$ cat src/rtl/load_store_unit.sv
// Load/store unit: sized, big-endian loads and stores over a word memory.
// Sub-word stores read the word first, then write back a merged word.
module load_store_unit (
    input  logic        CLK,
    input  logic        reset,
    input  logic        req,
    input  logic [2:0]  op,
    input  logic [31:0] addr,
    input  logic [31:0] wdata,
    output logic        busy,
    output logic        done,
    output logic        misalign,
    output logic [31:0] rdata,
    output logic [31:0] mem_addr,
    output logic        mem_we,
    output logic [31:0] mem_wd,
    input  logic [31:0] mem_rd
);

    localparam logic [2:0] OP_LW  = 3'd0;
    localparam logic [2:0] OP_LH  = 3'd1;
    localparam logic [2:0] OP_LHU = 3'd2;
    localparam logic [2:0] OP_LB  = 3'd3;
    localparam logic [2:0] OP_LBU = 3'd4;
    localparam logic [2:0] OP_SW  = 3'd5;
    localparam logic [2:0] OP_SH  = 3'd6;
    localparam logic [2:0] OP_SB  = 3'd7;

    typedef enum logic [1:0] {IDLE, READ, WRITE, DONE} state_t;

    state_t      state, state_nxt, start_state;
    logic [2:0]  op_q;
    logic [31:0] addr_q, wdata_q, word_q;
    logic        mis_q, mis_in, accept, load_q;
    logic [7:0]  byte_sel;
    logic [15:0] half_sel;
    logic [31:0] ld_val, merged;

    assign accept = req && (state == IDLE || state == DONE);
    assign load_q = (op_q <= OP_LBU);

    always_comb begin
        mis_in = 1'b0;
        case (op)
            OP_LW, OP_SW:         mis_in = (addr[1:0] != 2'b00);
            OP_LH, OP_LHU, OP_SH: mis_in = addr[0];
            default:              mis_in = 1'b0;
        endcase
    end

    always_comb begin
        start_state = READ;
        if (mis_in)
            start_state = DONE;
        else if (op == OP_SW)
            start_state = WRITE;
    end

    always_comb begin
        state_nxt = state;
        unique case (state)
            IDLE:  if (accept) state_nxt = start_state;
            READ:  state_nxt = load_q ? DONE : WRITE;
            WRITE: state_nxt = DONE;
            DONE:  state_nxt = accept ? start_state : IDLE;
        endcase
    end

    // Offset 0 is the most significant lane of the word.
    always_comb begin
        byte_sel = mem_rd[31:24];
        case (addr_q[1:0])
            2'd0: byte_sel = mem_rd[31:24];
            2'd1: byte_sel = mem_rd[23:16];
            2'd2: byte_sel = mem_rd[15:8];
            2'd3: byte_sel = mem_rd[7:0];
        endcase
        half_sel = addr_q[1] ? mem_rd[15:0] : mem_rd[31:16];
    end

    always_comb begin
        ld_val = mem_rd;
        case (op_q)
            OP_LH:   ld_val = {{16{half_sel[15]}}, half_sel};
            OP_LHU:  ld_val = {16'h0, half_sel};
            OP_LB:   ld_val = {{24{byte_sel[7]}}, byte_sel};
            OP_LBU:  ld_val = {24'h0, byte_sel};
            default: ld_val = mem_rd;
        endcase
    end

    always_comb begin
        merged = word_q;
        case (op_q)
            OP_SB: begin
                case (addr_q[1:0])
                    2'd0: merged[31:24] = wdata_q[7:0];
                    2'd1: merged[23:16] = wdata_q[7:0];
                    2'd2: merged[15:8]  = wdata_q[7:0];
                    2'd3: merged[7:0]   = wdata_q[7:0];
                endcase
            end
            OP_SH: begin
                if (addr_q[1])
                    merged[15:0] = wdata_q[15:0];
                else
                    merged[31:16] = wdata_q[15:0];
            end
            default: merged = wdata_q;
        endcase
    end

    always_ff @(posedge CLK) begin
        if (reset) begin
            state   <= IDLE;
            op_q    <= 3'd0;
            addr_q  <= 32'd0;
            wdata_q <= 32'd0;
            word_q  <= 32'd0;
            rdata   <= 32'd0;
            mis_q   <= 1'b0;
        end else begin
            state <= state_nxt;
            if (accept) begin
                op_q    <= op;
                addr_q  <= addr;
                wdata_q <= wdata;
                mis_q   <= mis_in;
            end
            if (state == READ) begin
                word_q <= mem_rd;
                if (load_q)
                    rdata <= ld_val;
            end
        end
    end

    assign busy     = (state == READ) || (state == WRITE);
    assign done     = (state == DONE);
    assign misalign = (state == DONE) && mis_q;
    assign mem_addr = {addr_q[31:2], 2'b00};
    assign mem_we   = (state == WRITE) && !reset;
    assign mem_wd   = merged;

endmodule

$ cat config.mk
export PLATFORM = sky130hd
export DESIGN_NAME = load_store_unit
export DESIGN_NICKNAME = d
export VERILOG_FILES = /design/src/rtl/load_store_unit.sv
export SDC_FILE = /design/constraint.sdc
export NUM_CORES = 1
export LEC_CHECK = 0
export ABC_AREA = 0
export BUFFER_PORTS_ARGS = -buffer_cell sky130_fd_sc_hd__buf_4
export CAP_MARGIN = 10
export CORE_UTILIZATION = 46
export CTS_CLUSTER_SIZE = 28
export DETAILED_ROUTE_END_ITERATION = 10
export GPL_TIMING_DRIVEN = 0
export PLACE_DENSITY = 0.76
export RECOVER_POWER = 50
export SLEW_MARGIN = 20
export SYNTH_ARGS = -nofsm -noshare
export SYNTH_HDL_FRONTEND = slang
export SYNTH_SLANG_ARGS = --single-unit
export TNS_END_PERCENT = 10
$ cat constraint.sdc
create_clock -name CLK -period 1.8 [get_ports CLK]
set_input_delay 0.09 -clock CLK [delete_from_list [all_inputs] [get_ports CLK]]
set_output_delay 0.09 -clock CLK [all_outputs]
set_load 0.01 [all_outputs]
==> results.toml <==
[status]
status = "complete, but fails checks"
failed_checks = "negative setup slack"

[critical_path]
crit_fanout = 6
worst_r2r_path_depth = 6
worst_ep_arrival_time_ns = 2.16
required_worst_endpoint_ns = 1.71
timing.critical_path.from_type = "flop"
timing.setup.critical_path_class = "flop to output port"
crit-reg2reg-capture = "rdata[23]$_SDFFE_PP0P_"
crit_start = "op_q[0]$_SDFFE_PP0P_"
worstReg2RegStart = "op_q[1]$_SDFFE_PP0P_"
worst-r2r-setup-slack_ns = -0.36
worstSetupEndpointType = "output port"
cp-endpoint = "mem_wd[8]"

[logic_synthesis]
synth_flop_cell = "sky130_fd_sc_hd__dfxtp_1"
post_synth_edffs = 0
sequential_fraction_of_the_synthesis_area_pct = 42.01
ys.warnings.count = 0
syn_area_um2 = 6385
proportion_of_register_bits_with_asynchronous_set_or_reset_after_synthesis_pct = 0
syn_avg_cell_area_um2 = 7.863
postSynthRegisterBits = 134
synthesis.instances = 812
synth.distinct_cells = 47

[floorplan]
area_of_the_die_um2 = 14360
die_height_um = 119.8
start_util_pct = 47.65
die_w_um = 119.8
design.core.area_um2 = 13400
floorplan.io_pins = 202
rows = 42

[layout]
final.fill_count = 991
mostFrequentLayoutCells = "sky130_fd_sc_hd__nand2_1 (203), sky130_fd_sc_hd__buf_4 (187), sky130_fd_sc_hd__dfxtp_1 (129), sky130_fd_sc_hd__dlygate4sd3_1 (100), sky130_fd_sc_hd__clkbuf_1 (83)"
post_layout_nonfiller_instances = 1343
design.final.nets = 1262
drive_gt1_share_pct = 25.79
syn_to_final_growth_pct = 56.16
final_cell_area_um2 = 9971
final_common_cell = "sky130_fd_sc_hd__nand2_1"
antenna_cells = 0

[timing]
maxClockFrequency_mhz = 443.6
setup_viol = 118
slew_viol_final = 0
skew_ns = 0.005480
worst_pin_slew_ns = 0.7539
hold_viol_final = 0
layout_worst_path_cycle_share_pct = 125.2
unrepaired_setup_endpoints_after_global_routing = "yes"
slew_hr_pct = 49.74
post-route-worst-setup-slack_ns = -0.4541
fin_crit_ns = 2.254
setup_total_negative_slack_ns = -20.09

[placed_design]
gp_congestion = 0.9398
buffer_ports.inserted = 199
placedInstanceArea_um2 = 8110
dpl.hpwl_um = 15470
dp.cells = 1188
post-place-ws_ns = -0.3937

[clocking]
tritoncts.num_buffers = 17
ctsRootBufferMaster = "sky130_fd_sc_hd__clkbuf_16"
cts_tree = "yes"
insertion_delay_ns = 0.42
clk_pin_slew_worst_paths_ns = 0.06
ctsLongestPathBuffers = 2
htree_levels = 4
cts.sink_count = 134

[hold_path]
hp-class = "input pin to flop"
timing.hold.worst_path_depth = 4

[routing]
wirelength_routed_um = 24760
drt-initial-drc-count = 765
route.antenna.remaining_nets = 0
viasPerCell = 5.491
post-route-drc-count = 0
drt-wirelength-per-cell_um = 18.44
drt_pass1_iterations = 7
dr_total_vias = 7375

[grt]
first_global_vias = 7232
grt_max_degree = 17
antenna_violations_before_repair = 0
grt_first_pass_wirelength_um = 37000
groute.usage.overall_pct = 33.51
gr-total-overflow = 0

[power]
ir_drop_mv = 0.8715
cellPowerDensity_nw_per_um2 = 1365
total_leakage_power_nw = 4.247

[run]
cap_violations = 0
[stage by stage]
step                hold slack [ns]  total power [mW]  util (%)
floorplan                    0.2117             7.570         -
global placement             0.3294             9.558     60.52
finish                      0.07838             13.61     74.41
CTS                         0.04801             13.57     75.29
global route                0.08507             14.27     74.41
detailed placement           0.3345             9.638     60.52
[timing repair]
item                                   4_1_cts  5_1_grt
pin swaps                                    7        7
endpoints found under the hold margin      121        0
buffers inserted                            16        6
gates cloned                                 1        1
gates resized for setup                    106       35
setup endpoints to repair                  162      126
hold buffers                               100        0
[cells in the mapped netlist (5+ instances only)]
master / n / area share (%)
sky130_fd_sc_hd__buf_4: 33 / 3.9
sky130_fd_sc_hd__mux2i_1: 48 / 7.5
sky130_fd_sc_hd__o21ai_0: 39 / 3.1
sky130_fd_sc_hd__nand2_1: 212 / 12
sky130_fd_sc_hd__dfxtp_1: 134 / 42
sky130_fd_sc_hd__a21oi_1: 72 / 5.6
sky130_fd_sc_hd__a211oi_1: 23 / 2.7
sky130_fd_sc_hd__ha_1: 5 / 0.98
sky130_fd_sc_hd__nor3_1: 9 / 0.71
sky130_fd_sc_hd__nor2_1: 78 / 4.6
sky130_fd_sc_hd__clkbuf_1: 36 / 2.1
sky130_fd_sc_hd__a222oi_1: 15 / 2.4
sky130_fd_sc_hd__buf_2: 14 / 1.1
sky130_fd_sc_hd__nor2b_1: 9 / 0.88
sky130_fd_sc_hd__a31oi_1: 5 / 0.49
sky130_fd_sc_hd__nand2b_1: 5 / 0.49
sky130_fd_sc_hd__maj3_1: 5 / 0.78
sky130_fd_sc_hd__inv_1: 11 / 0.65
sky130_fd_sc_hd__a22oi_1: 7 / 0.82
[kinds of logic (layout without fill, tap and decap cells)]
kind of cell / count (synthesis) / after routing / synth area share [%]
simple gates: 326 / 326 / 20.81
xor+xnor: 2 / 2 / 0.2744
fa+ha+maj: 10 / 10 / 1.764
other cells: 1 / 2 / 0.05873
buf+inv: 101 / 455 / 8.387
compound gates: 186 / 186 / 18.28
mux: 52 / 52 / 8.407
flops: 134 / 134 / 42.01
[where the power goes]
part           internal (mW)  switching (mW)
logic                   2.54            3.24
registers               3.80           0.600
clock network           2.13            1.30
total                   8.47            5.14
[area by class of cell]
type | instances | area [um2] | share of cell area, %
inverters | 13 | 52.55 | 0.5270
repair buffers | 323 | 2474 | 24.81
flip-flops and latches | 134 | 2691 | 26.99
clock inverters | 8 | 98.84 | 0.9913
multi-input cells | 578 | 3314 | 33.24
well taps | 176 | 220.2 | 2.209
clock buffers | 23 | 478.0 | 4.794
plain buffers | 88 | 641.9 | 6.437
[flip-flops by register name, indices dropped and copies added, names as in the netlist]
signal and flops:
addr_q 32, mis_q 1, op_q 3, rdata 32, state 2, wdata_q 32
word_q 32
[how the worst min path moves through the flow]
stage | from | slack, ns | end
final | mem_rd[7] | 0.08 | rdata[7]$_SDFFE_PP0P_
after global routing | mem_rd[7] | 0.09 | rdata[7]$_SDFFE_PP0P_
after CTS | mem_rd[7] | 0.05 | rdata[7]$_SDFFE_PP0P_
after detailed placement | mem_rd[11] | 0.33 | rdata[11]$_SDFFE_PP0P_
after global placement | mem_rd[12] | 0.33 | rdata[12]$_SDFFE_PP0P_
after floorplan | mem_rd[10] | 0.21 | rdata[10]$_SDFFE_PP0P_
[worst max-delay path, cell delays in order (launching register included)]
cell	delay [ns]
sky130_fd_sc_hd__dfxtp_2	0.34
sky130_fd_sc_hd__buf_6	0.13
sky130_fd_sc_hd__buf_8	0.13
sky130_fd_sc_hd__nand4b_1	0.19
sky130_fd_sc_hd__nor2_4	0.06
sky130_fd_sc_hd__a222oi_1	0.60
sky130_fd_sc_hd__inv_1	0.13
sky130_fd_sc_hd__buf_6	0.15
[metal layers]
| layer | GRT usage, % | wire (um) | vias up |
|---|---|---|---|
| met5 | 0 | 0 | - |
| met2 | 56.90 | 11720 | 452 |
| li1 | - | - | 3432 |
| met4 | 17.58 | 1239 | 0 |
| met3 | 7.510 | 2396 | 99 |
| met1 | 39.33 | 9401 | 3392 |
Power figures use the tool's default switching activity.
